--- config.mk ---
export PLATFORM = sky130hd
export DESIGN_NAME = stream_arb_mux_flat
export DESIGN_NICKNAME = d
export VERILOG_FILES = /design/src/rtl/stream_arb_mux_if.sv /design/src/rtl/stream_arb_mux.sv /design/src/flat_wrapper.sv
export SDC_FILE = /design/constraint.sdc
export NUM_CORES = 1
export LEC_CHECK = 0
export CAP_MARGIN = 30
export CELL_PAD_IN_SITES_DETAIL_PLACEMENT = 1
export CELL_PAD_IN_SITES_GLOBAL_PLACEMENT = 1
export CORE_MARGIN = 2
export CORE_UTILIZATION = 27
export CTS_CLUSTER_DIAMETER = 80
export DETAILED_ROUTE_END_ITERATION = 8
export PLACE_DENSITY = 0.88
export SLEW_MARGIN = 10
export SYNTH_ARGS = -nofsm -noshare
export SYNTH_HDL_FRONTEND = slang
export SYNTH_SLANG_ARGS = --single-unit
export TNS_END_PERCENT = 1
--- constraint.sdc ---
create_clock -name clk -period 3.5 [get_ports clk]
set_input_delay 0.525 -clock clk [delete_from_list [all_inputs] [get_ports clk]]
set_output_delay 0.525 -clock clk [all_outputs]
set_load 0.005 [all_outputs]
--- src/rtl/stream_arb_mux_if.sv ---
// stream_arb_mux_if: N producer streams in (data/valid/last, ready back) and one registered consumer stream out (data/last/chan/valid, ready in); slave = mux side, master = producer/consumer side
interface stream_arb_mux_if #(
  parameter int WIDTH = 16,
  parameter int CHANNELS = 4,
  parameter int SEL_W = $clog2(CHANNELS)
);
  logic [CHANNELS*WIDTH-1:0] in_data;
  logic [CHANNELS-1:0] in_valid;
  logic [CHANNELS-1:0] in_last;
  logic [CHANNELS-1:0] in_ready;
  logic [WIDTH-1:0] out_data;
  logic out_last;
  logic [SEL_W-1:0] out_chan;
  logic out_valid;
  logic out_ready;
  modport slave (
    input in_data, in_valid, in_last, out_ready,
    output in_ready, out_data, out_last, out_chan, out_valid
  );
  modport master (
    output in_data, in_valid, in_last, out_ready,
    input in_ready, out_data, out_last, out_chan, out_valid
  );
endinterface

--- src/rtl/stream_arb_mux.sv ---
// stream_arb_mux: packet-locking round-robin/fixed-priority N:1 stream mux with registered output (ports: clk, reset_n sync active-low, s = slave stream bus)
module stream_arb_mux #(
  parameter int WIDTH = 16,
  parameter int CHANNELS = 4,
  parameter int SEL_W = $clog2(CHANNELS),
  parameter int MODE = 0
) (
  input logic clk,
  input logic reset_n,
  stream_arb_mux_if.slave s
);
  typedef enum logic {IDLE, LOCKED} state_t;
  state_t state, state_n;
  logic [SEL_W-1:0] ptr, ptr_n, lock, lock_n, grant;
  logic grant_valid, accept, xfer;
  function automatic int pick_idx(input int k, input int base);
    int x;
    x = base + k;
    return MODE != 0 ? k : (x >= CHANNELS ? x - CHANNELS : x);
  endfunction
  always_comb begin
    grant = '0;
    grant_valid = 1'b0;
    if (state == LOCKED) begin
      grant = lock;
      grant_valid = 1'b1;
    end else begin
      for (int k = CHANNELS - 1; k >= 0; k--) begin
        if (s.in_valid[pick_idx(k, int'(ptr))]) begin
          grant = SEL_W'(pick_idx(k, int'(ptr)));
          grant_valid = 1'b1;
        end
      end
    end
    accept = !s.out_valid || s.out_ready;
    s.in_ready = (reset_n && accept && grant_valid) ? CHANNELS'(1) << grant : '0;
    xfer = reset_n && accept && grant_valid && s.in_valid[grant];
    state_n = state;
    ptr_n = ptr;
    lock_n = lock;
    if (xfer) begin
      state_n = s.in_last[grant] ? IDLE : LOCKED;
      ptr_n = s.in_last[grant] ? (grant == SEL_W'(CHANNELS - 1) ? '0 : grant + 1'b1) : ptr;
      lock_n = s.in_last[grant] ? lock : grant;
    end
  end
  always_ff @(posedge clk) begin
    if (!reset_n) begin
      state <= IDLE;
      ptr <= '0;
      lock <= '0;
      s.out_valid <= 1'b0;
      s.out_data <= '0;
      s.out_last <= 1'b0;
      s.out_chan <= '0;
    end else begin
      state <= state_n;
      ptr <= ptr_n;
      lock <= lock_n;
      if (xfer) begin
        s.out_data <= s.in_data[int'(grant)*WIDTH +: WIDTH];
        s.out_last <= s.in_last[grant];
        s.out_chan <= grant;
        s.out_valid <= 1'b1;
      end else if (s.out_ready) begin
        s.out_valid <= 1'b0;
      end
    end
  end
endmodule

--- src/flat_wrapper.sv ---
// flat-port wrapper written by rule: the top's interface ports become plain ports
module stream_arb_mux_flat 
#(
  parameter int WIDTH = 16,
  parameter int CHANNELS = 4,
  parameter int SEL_W = $clog2(CHANNELS),
  parameter int MODE = 0
)
  (clk, reset_n, s_in_data, s_in_valid, s_in_last, s_out_ready, s_in_ready, s_out_data, s_out_last, s_out_chan, s_out_valid);
  stream_arb_mux_if #(.WIDTH(WIDTH), .CHANNELS(CHANNELS), .SEL_W(SEL_W)) s_i ();
  input logic clk;
  input logic reset_n;
  input wire logic [$bits(s_i.in_data)-1:0] s_in_data;
  input wire logic [$bits(s_i.in_valid)-1:0] s_in_valid;
  input wire logic [$bits(s_i.in_last)-1:0] s_in_last;
  input wire logic [$bits(s_i.out_ready)-1:0] s_out_ready;
  output wire logic [$bits(s_i.in_ready)-1:0] s_in_ready;
  output wire logic [$bits(s_i.out_data)-1:0] s_out_data;
  output wire logic [$bits(s_i.out_last)-1:0] s_out_last;
  output wire logic [$bits(s_i.out_chan)-1:0] s_out_chan;
  output wire logic [$bits(s_i.out_valid)-1:0] s_out_valid;
  assign s_i.in_data = s_in_data;
  assign s_i.in_valid = s_in_valid;
  assign s_i.in_last = s_in_last;
  assign s_i.out_ready = s_out_ready;
  assign s_in_ready = s_i.in_ready;
  assign s_out_data = s_i.out_data;
  assign s_out_last = s_i.out_last;
  assign s_out_chan = s_i.out_chan;
  assign s_out_valid = s_i.out_valid;
  stream_arb_mux #(.WIDTH(WIDTH), .CHANNELS(CHANNELS), .SEL_W(SEL_W), .MODE(MODE)) u_core (.clk(clk), .reset_n(reset_n), .s(s_i));
endmodule
==> qor.yml <==
power:
  comb_power_share: 0.684
  p_int_w: 0.00112
  ir_drop_uv: 361
  power.clock.fraction: 0.081
  p_sw_w: 0.000969
  switching_share: 0.463
  p_per_area_nw_per_um2: 743
  cellLeakagePower_nw: 1.13
  p_total_w: 0.00209
  seq_power_share: 0.235
drt:
  postRouteAntennaNets: 0
  wl_per_cell_um: 14.5
  drc_errors: 0
  routed_via_density: 4.82
  num_vias: 2035
  firstDrtPassIters: 4
  wirelength_um: 6100
  drt_iter0_markers: 64
synth:
  synth_seq_cells: 25
  synthXorXnorAreaFrac: 0
  ys_types: 35
  yosysWarnings: 0
  yosys-top-cells-area: "dfxtp_1 29%, nand2_1 19%, nand3_1 14%, a21boi_2 5.9%, a21boi_1 3.5%"
  synthesis.nets: 331
  synth_area_um2: 1730
  async_reset_ff_frac: 0
  synthAdderAreaFrac: 0.0145
  synth_edf_count: 0
  yosysTopAreaCell: "dfxtp_1"
  synth_top_area_frac: 0.290
  synth-main-ff-cell: "dfxtp_1"
  synth_top_family_by_area: "simple AND/OR/NAND/NOR gates"
  avgSynthCellArea_um2: 6.80
  synth_compound_area_frac: 0.169
  synth_cells: 254
  synthMuxAreaShare: 0.0290
  yosysSeqAreaShare: 0.290
  synth-simple-area-share: 0.433
sta:
  finClkSkew_ns: 0.00432
  fin_crit_ns: 3.18
  maxSlewHeadroom: 0.712
  worst_slack_ns: 0.320
  setup-violations-final: 0
  rsz0062_at_grt: "false"
  whs_ns: 0.459
  period_share: 0.909
  hold_viol: 0
  final-max-slew-violation-count: 0
  fmax_mhz: 314
  tns_ns: 0
  worst_pin_slew_ns: 0.432
final_layout:
  layout.cells.non_filler: 422
  drive_gt1_frac: 0.101
  nFillCells: 777
  insertedDiodeCount: 0
  nets: 423
  area_delta_synth_final_pct: 63.0
setup_path:
  end_kind: "output pin"
  required_ns: 2.97
  critPathKind: "in2out"
  path_max_fanout: 7
  startpoint_type: "primary input"
  arrival_ns: 2.65
floorplanning:
  initial_core_util: 0.275
  die-area_um2: 7050
  die_y_um: 84.0
  io_pins: 99
  core_area_um2: 6280
  dieWidth_um: 84.0
  row_count: 29
clocking:
  post_cts_buffers: 0
  clkTransAtPathRegs_ns: 0.08
  insertion_delay_ns: 0.26
  cts_tree: "yes"
  cts_hold_buf: 0
  cts_buffers: 3
  clk_path_buf_depth: 2
  ctsResizeCount: 0
  root_buffer: "clkbuf_8"
  h-tree-depth: 1
  clkSinkCount: 25
placement:
  dp_hpwl_um: 4750
  port_buffers: 98
  dp_cells: 418
  pre_cts_slack_ns: 0.226
  globalplace.congestion: 0.814
grt:
  grt_overflow_total: 0
  antenna_found_initial: 0
  gr-usage-all-layers: 0.167
  grt_pass1_vias: 2046
  grt_max_degree: 38
  grt_pass1_wl_um: 9600
min_path:
  holdCritPathClass: "reg2reg"
flow_run:
  maxCapViolCount: 0
status:
  status: "completed"
path summary, 6_finish.rpt:
check	from	endpoint	slack, ns	cells after the start
setup / recovery	s_in_valid[0]	s_in_ready[2]	0.32	9
hold / removal	u_core.s.out_data[2]$_SDFFE_PN0P_	u_core.s.out_data[2]$_SDFFE_PN0P_	0.46	2
setup reg to reg	u_core.state$_SDFFE_PN0P_	u_core.lock[1]$_SDFFE_PN0P_	0.94	8
hold reg to reg	u_core.s.out_data[2]$_SDFFE_PN0P_	u_core.s.out_data[2]$_SDFFE_PN0P_	0.46	2
critical path, cell delays in order:
cell,delay (ns)
clkdlybuf4s50_1,0.50
and2_1,0.22
o311ai_2,0.26
nand2_1,0.12
inv_1,0.19
ha_1,0.19
inv_1,0.04
nor2_1,0.10
clkdlybuf4s50_1,0.52
sequential cells by signal, summed over array words and instances, names as in the netlist:
| register | flops |
|---|---|
| u_core.s.out_chan | 2 |
| u_core.lock | 2 |
| u_core.state | 1 |
| u_core.s.out_data | 16 |
| u_core.ptr | 2 |
| u_core.s.out_last | 1 |
| u_core.s.out_valid | 1 |
synth_stat cells (all sizes together), types with 5 or more instances:
library cell	number
buf	9
nand2	95
nand3	49
inv	6
mux2i	5
clkbuf	9
nor2	7
a21boi	18
dfxtp	25
cells by family after synthesis:
family,after synthesis
and+or+nand+nor,166
AOI/OAI and AO/OA,32
DFF,25
buffers and inverters,24
muxes,5
adders and majority gates,2
cell usage in the layout (no fill, tap or decap), types with 5 or more instances in the layout:
cell	instances
nand2_2	9
clkdlybuf4s50_1	98
a21boi_1	8
inv_1	5
nand2_1	86
dfxtp_1	25
nor2_1	6
buf_4	7
mux2i_1	5
nand3_1	49
a21boi_2	9
metrics by stage:
| step | util | instance area (µm²) |
|---|---|---|
| after global routing | 0.448 | 2810 |
| after floorplan | - | 1730 |
| final | 0.448 | 2810 |
| after CTS | 0.448 | 2810 |
| after detailed placement | 0.441 | 2770 |
| after global placement | 0.441 | 2770 |
power by group through the flow:
stage               Combinational (W)  Sequential [W]  Clock [W]
global route                  0.00159        0.000509   0.000188
global placement              0.00141        0.000491          0
floorplan                    0.000919        0.000495          0
finish                        0.00143        0.000493   0.000169
CTS                           0.00146        0.000494   0.000177
detailed placement            0.00146        0.000502          0
layer usage:
| layer | share of wire | vias to the layer above | GRT usage |
|---|---|---|---|
| met4 | 0.010 | 0 | 0.0396 |
| li1 | - | 1026 | - |
| met1 | 0.41 | 950 | 0.182 |
| met3 | 0.068 | 6 | 0.0495 |
| met2 | 0.52 | 53 | 0.313 |
| met5 | 0 | - | 0 |
area by class of cell:
type	instances	area, µm²	area share
Multi-Input combinational cell	205	1110	0.396
Clock buffer	3	41.3	0.0147
Inverter	6	22.5	0.00800
Sequential cell	25	500	0.178
Timing Repair Buffer	105	1030	0.367
Tap cell	77	96.3	0.0342
Clock inverter	1	5.00	0.00178
(Power assumes the default switching activity.)
==> RTL change (same settings) <==
`WIDTH` is set to 16 in 3 places; all go to 12.
--- a/src/rtl/stream_arb_mux_if.sv
+++ b/src/rtl/stream_arb_mux_if.sv
@@ -1,6 +1,6 @@
 // stream_arb_mux_if: N producer streams in (data/valid/last, ready back) and one registered consumer stream out (data/last/chan/valid, ready in); slave = mux side, master = producer/consumer side
 interface stream_arb_mux_if #(
-  parameter int WIDTH = 16,
+  parameter int WIDTH = 12,
   parameter int CHANNELS = 4,
   parameter int SEL_W = $clog2(CHANNELS)
 );
--- a/src/rtl/stream_arb_mux.sv
+++ b/src/rtl/stream_arb_mux.sv
@@ -1,6 +1,6 @@
 // stream_arb_mux: packet-locking round-robin/fixed-priority N:1 stream mux with registered output (ports: clk, reset_n sync active-low, s = slave stream bus)
 module stream_arb_mux #(
-  parameter int WIDTH = 16,
+  parameter int WIDTH = 12,
   parameter int CHANNELS = 4,
   parameter int SEL_W = $clog2(CHANNELS),
   parameter int MODE = 0
--- a/src/flat_wrapper.sv
+++ b/src/flat_wrapper.sv
@@ -1,7 +1,7 @@
 // flat-port wrapper written by rule: the top's interface ports become plain ports
 module stream_arb_mux_flat 
 #(
-  parameter int WIDTH = 16,
+  parameter int WIDTH = 12,
   parameter int CHANNELS = 4,
   parameter int SEL_W = $clog2(CHANNELS),
   parameter int MODE = 0
Ports: changed (resized s_in_data and s_out_data); port bits go from 99 to 79. No check against the original RTL was run, so the function may have changed too.
==> RTL change against the unedited design <==
Total power down 31%. Worst hold slack improved by 0.0014 ns. Wire length down 25%. Register-to-register slack improved by 0.28 ns. Final area down 17%. Die area shrank 16%. Setup slack got worse by 0.15 ns. Synthesized area is 17% lower. Sequential cell count fell by 4.
==> RTL change: results (changes against the unedited design) <==
| Metric | Value |
|---|---|
| Lkg Pwr | `0.899 nW (-20%)` |
| Hold EP | `u_core.lock[0]$_SDFFE_PN0P_` |
| Top cells by count, synth | `46 x nand2_1, 32 x mux2i_1, 21 x dfxtp_1, 16 x o21ai_0, 13 x nand3_1` |
| WL met3 | `243 um (-41%)` |
| Worst vdd ir | `0.239 mV (-34%)` |
| GRT met3 Usage | `3.41% (-1.5 points)` |
| Met1 GRT Util | `17.6% (-0.59 points)` |
| Post-DP HPWL | `3.60 mm (-24%)` |
| F_max | `0.300 GHz (-4.5%)` |
| Wire per inst | `13.7 um (-4.9%)` |
| Vias in the first global route | `1,627 (-20%)` |
| R2r setup slk | `1.22 ns (+0.28 ns)` |
| First-pass GRT wire length | `7.53 mm (-22%)` |
| Syn nets | `247 (-25%)` |
| Pre-CTS setup slack | `0.127 ns (-0.0987 ns)` |
| Reg-to-Reg End | `u_core.lock[0]$_SDFFE_PN0P_` |
| Hold path start | `u_core.lock[0]$_SDFFE_PN0P_` |
| Clock Skews | `0.00395 ns (-0.000365 ns)` |
| IO Port Bufs | `78 (-20%)` |
| Synth cell types | `34 (-2.9%)` |
| Outcome | `finished clean` |
| Met2 routed WL | `2.40 mm (-24%)` |
| Ys flop type | `dfxtp_1` |
| Area contributors post-synth | `dfxtp_1 29%, mux2i_1 22%, nand2_1 12%` |
| Worst-Margin Slew | `0.529 ns (+0.0969 ns)` |
| Met2 Usage GRT | `28.7% (-2.6 points)` |
| # fillers | `651 (-16%)` |
| Share of layout cells above drive strength 1 | `6.42% (-3.7 points)` |
| Worst R2R Start | `u_core.ptr[1]$_SDFFE_PN0P_` |
| Num CTS Buffers | `3 (unchanged)` |
| Via density per instance | `4.67 (-3.1%)` |
| Total track usage | `15.2% (-1.4 points)` |
| RD Place Congestion | `0.798 (-2.0%)` |
| Nets | `326 (-23%)` |
| Max reg flops | `12 (-4)` |
| Crit-path max FO | `8 (+1)` |
| Sequential area share after synthesis | `29.2% (+0.23 points)` |
| Worst r2r path cells | `9 (+1)` |
| Largest net degree at the start of global routing | `29 (-24%)` |
| DRT met1 WL | `1.93 mm (-22%)` |
| WP data arrival | `2.80 ns (+0.15 ns)` |
[RTL change: how the worst max path moves through the flow]
stage | to | cells after the start
floorplan | s_in_ready[3] | 10
global placement | s_in_ready[3] | 10
detailed placement | s_in_ready[3] | 10
CTS | s_in_ready[3] | 10
global route | s_in_ready[3] | 10
finish | s_in_ready[3] | 10
[RTL change: timing repair]
item                                    4_1_cts  5_1_grt
gates resized for setup                       0        1
hold buffers                                  0        0
endpoints found under the setup margin        0        1
[RTL change: final cells by class]
class                   count  area share [%]
clock buffers               4            1.92
inverters                   5           0.800
multi-input cells         149            39.8
flip-flops and latches     21            17.9
well taps                  70            3.73
repair buffers             86            35.8
[RTL change: through the flow]
stage | std cells | cell area [um^2] | power (mW) | hold WS [ns]
floorplan | 187 | 1440 | 0.904 | 0.430
global placement | 331 | 2300 | 1.26 | 0.438
detailed placement | 331 | 2300 | 1.28 | 0.453
CTS | 335 | 2340 | 1.45 | 0.463
global route | 335 | 2350 | 1.56 | 0.485
finish | 335 | 2350 | 1.43 | 0.460
[RTL change: power by group]
part	switching, mW	internal [mW]	total (mW)
clock	0.0789	0.0809	0.160
combinational	0.424	0.451	0.876
sequential	0.0570	0.341	0.398
[RTL change: critical path, delay by kind of cell]
kind                       cells  cell delay [ns]
AOI/OAI and AO/OA              2             0.38
adders and majority gates      1             0.14
buffers and inverters          4             1.15
and+or+nand+nor                3             0.62
[RTL change: logic make-up after synthesis]
kind of cell	after synthesis	share of synthesized area, %
buffers and inverters	17	6.26
muxes	32	22.3
DFF	21	29.2
adders and majority gates	1	0.869
AOI/OAI and AO/OA	32	15.0
and+or+nand+nor	84	26.4
